$ cat src/rtl/cw_keyer_tx.sv
`default_nettype none
// ============================================================================
// cw_keyer_tx : Morse keyer/transmitter timing symbols in dot units and
//               producing key envelope, keyed audio tone and keyed RF carrier.
// Revision    : 1.0
// ============================================================================
module cw_keyer_tx #(
    parameter int DOT_DIV   = 8192,
    parameter int TONE_HALF = 8192,
    parameter int RF_HALF   = 16
) (
    input  logic       clk,
    input  logic       rst,
    input  logic       sym_valid,
    input  logic [1:0] sym_code,
    output logic       sym_ready,
    input  logic       mcw,
    output logic       busy,
    output logic       out_lf,
    output logic       out_audio,
    output logic       out_rf
);

    localparam int UW = $clog2(DOT_DIV);
    localparam int TW = (TONE_HALF > 1) ? $clog2(TONE_HALF) : 1;
    localparam int RW = (RF_HALF > 1) ? $clog2(RF_HALF) : 1;

    localparam logic [UW-1:0] C_UNIT_LAST = UW'(DOT_DIV - 1);
    localparam logic [TW-1:0] C_TONE_LAST = TW'(TONE_HALF - 1);
    localparam logic [RW-1:0] C_RF_LAST   = RW'(RF_HALF - 1);

    typedef enum logic [1:0] {
        ST_IDLE  = 2'd0,
        ST_MARK  = 2'd1,
        ST_SPACE = 2'd2
    } state_t;

    state_t        state_q, state_d;
    logic [UW-1:0] unit_cnt_q, unit_cnt_d;
    logic [2:0]    units_left_q, units_left_d;
    logic [TW-1:0] tone_cnt_q, tone_cnt_d;
    logic [RW-1:0] rf_cnt_q, rf_cnt_d;
    logic          tone_sq_q, tone_sq_d;
    logic          rf_sq_q, rf_sq_d;

    logic w_unit_end;
    logic w_last_unit;
    logic w_accept;
    logic w_load;
    logic w_tone_wrap;
    logic w_rf_wrap;

    always_ff @(posedge clk or posedge rst) begin
        if (rst) begin
            state_q      <= ST_IDLE;
            unit_cnt_q   <= '0;
            units_left_q <= '0;
            tone_cnt_q   <= '0;
            rf_cnt_q     <= '0;
            tone_sq_q    <= 1'b0;
            rf_sq_q      <= 1'b0;
        end else begin
            state_q      <= state_d;
            unit_cnt_q   <= unit_cnt_d;
            units_left_q <= units_left_d;
            tone_cnt_q   <= tone_cnt_d;
            rf_cnt_q     <= rf_cnt_d;
            tone_sq_q    <= tone_sq_d;
            rf_sq_q      <= rf_sq_d;
        end
    end

    // Free-running square-wave dividers, unrelated to symbol timing
    always_comb begin
        w_tone_wrap = (tone_cnt_q == C_TONE_LAST);
        w_rf_wrap   = (rf_cnt_q == C_RF_LAST);
        tone_cnt_d  = w_tone_wrap ? '0 : tone_cnt_q + 1'b1;
        rf_cnt_d    = w_rf_wrap ? '0 : rf_cnt_q + 1'b1;
        tone_sq_d   = tone_sq_q ^ w_tone_wrap;
        rf_sq_d     = rf_sq_q ^ w_rf_wrap;
    end

    assign w_unit_end  = (unit_cnt_q == C_UNIT_LAST);
    assign w_last_unit = w_unit_end && (units_left_q == 3'd1);
    assign sym_ready   = (state_q == ST_IDLE) || ((state_q == ST_SPACE) && w_last_unit);
    assign w_accept    = sym_valid && sym_ready;

    always_comb begin
        state_d      = state_q;
        unit_cnt_d   = w_unit_end ? '0 : unit_cnt_q + 1'b1;
        units_left_d = w_unit_end ? units_left_q - 3'd1 : units_left_q;
        w_load       = 1'b0;
        case (state_q)
            ST_IDLE: begin
                unit_cnt_d   = '0;
                units_left_d = '0;
                w_load       = w_accept;
            end
            ST_MARK: begin
                if (w_last_unit) begin
                    state_d      = ST_SPACE;
                    unit_cnt_d   = '0;
                    units_left_d = 3'd1;
                end
            end
            ST_SPACE: begin
                if (w_last_unit) begin
                    state_d      = ST_IDLE;
                    unit_cnt_d   = '0;
                    units_left_d = '0;
                    w_load       = w_accept;
                end
            end
            default: begin
                state_d      = ST_IDLE;
                unit_cnt_d   = '0;
                units_left_d = '0;
            end
        endcase
        // A symbol accepted at the end of a space tiles straight on
        if (w_load) begin
            unit_cnt_d = '0;
            case (sym_code)
                2'd0: begin state_d = ST_MARK;  units_left_d = 3'd1; end
                2'd1: begin state_d = ST_MARK;  units_left_d = 3'd3; end
                2'd2: begin state_d = ST_SPACE; units_left_d = 3'd2; end
                default: begin state_d = ST_SPACE; units_left_d = 3'd6; end
            endcase
        end
    end

    assign out_lf    = (state_q == ST_MARK);
    assign busy      = (state_q != ST_IDLE);
    assign out_audio = out_lf & tone_sq_q;
    assign out_rf    = out_lf & rf_sq_q & (mcw ? tone_sq_q : 1'b1);

endmodule
`default_nettype wire

$ cat config.mk
export PLATFORM = sky130hd
export DESIGN_NAME = cw_keyer_tx
export DESIGN_NICKNAME = d
export VERILOG_FILES = /design/src/rtl/cw_keyer_tx.sv
export SDC_FILE = /design/constraint.sdc
export NUM_CORES = 1
export LEC_CHECK = 0
export BUFFER_PORTS_ARGS = -buffer_cell sky130_fd_sc_hd__clkbuf_2
export CAP_MARGIN = 10
export CORE_MARGIN = 4
export CORE_UTILIZATION = 45
export CTS_CLUSTER_SIZE = 16
export DETAILED_ROUTE_END_ITERATION = 10
export PLACE_DENSITY_LB_ADDON = 0.05
export SKIP_CTS_REPAIR_TIMING = 1
export SLEW_MARGIN = 20
export SYNTH_ARGS = -nofsm -noshare
export SYNTH_HDL_FRONTEND = slang
export SYNTH_SLANG_ARGS = --single-unit
$ cat constraint.sdc
create_clock -name clk -period 3.4 [get_ports clk]
set_input_delay 0.68 -clock clk [delete_from_list [all_inputs] [get_ports clk]]
set_output_delay 0.68 -clock clk [all_outputs]
set_load 0.02 [all_outputs]
# Word-level counts from Yosys, hierarchy flattened
# Cells that the tools add are included.
# word_totals
out_inout_bits	5
wordCells	57
input_bits	6
regBits	37
# op_classes
n_bitwise	5
n_reduce_logical	10
eq_ne	11
add_sub_neg	4
muxes	20
# ops
cell	count
$mux 13	5
$add 13x1->13 const B	2
$eq 13x13->1 const B	2
$mux 3	4
$pmux 3 s3	1
$mux 2	4
$pmux 2 s3	1
$pmux 3 s2	1
$add 4x1->4 const B	1
$eq 2x1->1 const B	2
$eq 2x2->1 const B	2
$eq 4x4->1 const B	1
$logic_not 2->1	2
$mux 4	1
$reduce_or 2->1	2
$and 1x1->1	3
$eq 3x1->1 const B	1
$logic_and 1x1->1	3
$ne 3x1->1 const B	1
$ne 3x3->1 const B	1
$reduce_and 3->1	1
$sub 3x1->3 const B	1
$mux 1	2
$ne 2x2->1 const B	1
other kinds (4)	5

# Depth between registers and ports, before layout
# depth
depth_word	9
depth_mapped	7
mapped_depth_nobuf	7

# Least setup slack after synthesis
# No wires, ideal clock.
# synth_timing
kind	register -> output
start	reg unit_cnt_q[0]
end	out sym_ready
stages_incl_launch_ff	5
setup_slack_ps	1417
n_path_buf	0
arrival_ps	1303
t_required_ps	2720
path_cell_list	dfrtp_1 -> ha_1 -> nand4_4 -> nor4_4 -> a21o_4
# synth_via
elab_chain_len	4
# synth_rtl
element	line	text
start: declaration	39	logic [UW-1:0] unit_cnt_q, unit_cnt_d;
start signal: assignment	64	unit_cnt_q <= unit_cnt_d;
$eq 13x13->1	83	assign w_unit_end = (unit_cnt_q == C_UNIT_LAST);
$logic_and 1x1->1	84	assign w_last_unit = w_unit_end && (units_left_q == 3'd1);
$logic_and 1x1->1	85	assign sym_ready = (state_q == ST_IDLE) || ((state_q == ST_SPACE) && w_last_unit);
$logic_or 1x1->1	85	
end: declaration	16	output logic sym_ready,
# No other way between the ends.

# Worst setup path after layout
# Ends and elaborated chain as after synthesis.

==> metrics.cfg <==
[setup_path]
critPathSlowestCell = sky130_fd_sc_hd__dfrtp_1
timing.critical_path.arrival_ps = 1880
critical_path_required_ps = 2720
critical_path_class = reg -> out
worstSetupStartpointType = register
worst_path_largest_cell_delay_ps = 400
critical_path_cell_sequence = ha_1 -> nand4_4 -> nor4_4 -> a21o_4 -> clkbuf_2
crit_fanout = 5
crit_path_end_kind = primary output

[job]
cap_violations = 0

[sta]
timing_max_transition_violations_final = 0
finalHoldViolCount = 0
holdWs_ps = 465
fmax_ghz = 0.391
final.setup.tns_ps = 0
fin_worst_skew_ps = 9.17
post-route-min-period_ps = 2560
final.period_utilization_pct = 75.2
rsz_0062_raised_after_global_routing = no
max_slew.worst_pin.slew_ps = 476
max-slew-margin-rel_pct = 68.2
final_count_of_negative_setup_slack_endpoints = 0

[floorplan]
dieArea_um2 = 5300
die_height_um = 72.8
initial_utilization_pct = 46.9
io-pin-count = 11
rows = 23
core_um2 = 4030
die_w_um = 72.8

[global_route]
antenna_found_initial = 0
grt_remaining_overflow = 0
grt_start_max_net_pins = 38
grt_pass1_vias = 1328
track_usage_pct = 14.3
grt_pass1_wl_mm = 5.83

[placement]
portBuffers = 10
dpl.hpwl_mm = 2.33
place_congestion = 0.746

[cts]
path_clk_slew_ps = 80
clock_path_buffers = 2
clock_insertion_delay_worst_skew_ps = 290
tritoncts = done
cts_made_buffers = 5
cts_htree_levels = 2
root_buffer = sky130_fd_sc_hd__clkbuf_8
clkSinkCount = 37

[synthesis]
share_of_the_yosys_chip_area_belonging_to_registers_pct = 49.0
yosysMostFrequentCell = sky130_fd_sc_hd__dfrtp_1
list_of_most_frequent_post_synthesis_cells = sky130_fd_sc_hd__dfrtp_1, sky130_fd_sc_hd__nor2_1, sky130_fd_sc_hd__inv_1, sky130_fd_sc_hd__xnor2_1, sky130_fd_sc_hd__xor2_1
postSynthAreaPerCell_um2 = 10.5
synth_nets = 194
number_of_enable_type_register_cells_in_the_synthesized_netlist = 0
synthDistinctLibCells = 31
synth.area.top_cells = sky130_fd_sc_hd__dfrtp_1, sky130_fd_sc_hd__xnor2_1, sky130_fd_sc_hd__xor2_1
synth_area_leader_cell = sky130_fd_sc_hd__dfrtp_1
yosys_most_used_dff = sky130_fd_sc_hd__dfrtp_1
synthCells = 180
synth.yosys.warnings = 0
yosys.area.top_type_share_pct = 49.0
synth_seq_cells = 37
netlist_area_um2 = 1890
ys_async_sr_fraction_pct = 100

[cells_and_area]
share_of_cells_above_drive_strength_1_pct = 14.2
fill_cells = 389
insertedDiodeCount = 0
nets = 210
syn_to_final_growth_pct = 10.4

[drt]
wl_per_cell_um = 13.3
avgViaCountPerCell = 5.16
drtPass1Iterations = 4
drc = 0
finalWirelength_mm = 3.28
vias = 1274
detail-route-antenna-nets = 0
dr.first_iter.drc_count = 45

[pwr]
leak_nw = 1.02
power.ir.vdd_worst_mv = 0.253
power.density_cell_area_nw_per_um2 = 575

[min_path]
hold_path.class = reg -> reg

[status]
status = completed

-- final timing paths --
| path | cells past startpoint | to | startpoint | slack (ps) |
|---|---|---|---|---|
| setup / recovery | 5 | sym_ready | unit_cnt_q[0]$_DFF_PP0_ | 840 |
| hold / removal | 1 | tone_cnt_q[12]$_DFF_PP0_ | tone_cnt_q[12]$_DFF_PP0_ | 460 |
| hold reg to reg | 1 | tone_cnt_q[12]$_DFF_PP0_ | tone_cnt_q[12]$_DFF_PP0_ | 460 |
| setup reg to reg | 6 | state_q[1]$_DFFE_PP0P_ | unit_cnt_q[0]$_DFF_PP0_ | 1520 |
| max in group asynchronous | 3 | rf_cnt_q[2]$_DFF_PP0_ | rst | 2600 |
| min in group asynchronous | 3 | tone_cnt_q[8]$_DFF_PP0_ | rst | 470 |
-- registers in the layout, summed over array words and instances, names as in the netlist --
signal        cells
units_left_q      3
tone_cnt_q       13
rf_cnt_q          4
rf_sq_q           1
tone_sq_q         1
unit_cnt_q       13
state_q           2
-- per-stage QoR --
step                      worst slack, ps  instance area, um^2  std cells  utilization (%)  power (W)
after floorplan                      1420                 1890        180                -   0.000808
after global placement               1210                 2000        239             49.7   0.000887
after detailed placement             1160                 2000        239             49.7   0.000904
after CTS                             818                 2090        247             51.8    0.00121
after global routing                  703                 2090        247             51.8    0.00128
final                                 844                 2090        247             51.8    0.00120
-- per-layer routing --
metal / up-vias / share of wire, % / track usage, %
met2: 11 / 49 / 22.6
met3: 4 / 2.9 / 4.27
met5: - / 0 / 0
li1: 634 / - / -
met4: 0 / 0.88 / 5.74
met1: 625 / 48 / 18.2
-- cell usage in the layout, fill, tap and decap left out --
cell	count
sky130_fd_sc_hd__and3_1	9
sky130_fd_sc_hd__clkbuf_8	5
sky130_fd_sc_hd__nand2_1	11
sky130_fd_sc_hd__mux2_2	1
sky130_fd_sc_hd__and2b_2	1
sky130_fd_sc_hd__o21ai_0	8
sky130_fd_sc_hd__and2_1	2
sky130_fd_sc_hd__nor2b_1	2
sky130_fd_sc_hd__clkbuf_2	10
sky130_fd_sc_hd__nand4_4	2
sky130_fd_sc_hd__nor2_1	25
sky130_fd_sc_hd__a21oi_1	4
sky130_fd_sc_hd__nor4_4	2
sky130_fd_sc_hd__xor2_1	12
sky130_fd_sc_hd__nand3b_1	2
sky130_fd_sc_hd__clkinv_2	2
sky130_fd_sc_hd__nand3_2	1
sky130_fd_sc_hd__o21a_1	1
sky130_fd_sc_hd__o221a_1	1
sky130_fd_sc_hd__nor3b_1	1
sky130_fd_sc_hd__inv_1	12
sky130_fd_sc_hd__a22oi_1	1
sky130_fd_sc_hd__nor3_1	4
sky130_fd_sc_hd__or3_1	1
sky130_fd_sc_hd__a31oi_1	2
sky130_fd_sc_hd__mux2i_1	4
sky130_fd_sc_hd__nand3_1	9
sky130_fd_sc_hd__buf_4	1
sky130_fd_sc_hd__and4_1	1
sky130_fd_sc_hd__ha_1	8
sky130_fd_sc_hd__nand2_4	1
sky130_fd_sc_hd__dfrtp_1	37
sky130_fd_sc_hd__xnor2_1	12
sky130_fd_sc_hd__a21o_4	1
sky130_fd_sc_hd__clkinvlp_4	1
-- where the power goes --
part | total (W) | internal, W | switching (W)
registers | 0.000500 | 0.000473 | 0.0000270
logic | 0.000395 | 0.000148 | 0.000247
clock network | 0.000304 | 0.000141 | 0.000163
total | 0.00120 | 0.000763 | 0.000437
-- cell type report --
class                      count  area (um^2)  area share (%)
timing repair buffer          11         57.6            2.76
multi-input combinational    129          910            43.6
inverter                      12         45.0            2.16
clock buffer                   5         68.8            3.30
tap                           50         62.6            3.00
sequential                    37          926            44.4
clock inverter                 3         17.5           0.839
-- critical path: cells and delay by family (launching register included) --
kind,cells,cell delay [ps]
AO/OA/AOI/OAI,1,190
adder cells (fa/ha/maj),1,270
buffers and inverters,1,170
flip-flops,1,400
AND/OR/NAND/NOR,2,550
-- kinds of logic (layout without fill, tap and decap cells) --
family	count (synthesis)	after routing	share of synthesized area [%]
muxes	5	5	2.71
DFF	37	37	49.0
AOI/OAI and AO/OA	18	18	6.02
buffers and inverters	14	31	2.91
xor gates and xnor gates	24	24	11.1
and+or+nand+nor	74	74	23.0
adders and majority gates	8	8	5.29
(Power assumes the default switching activity.)
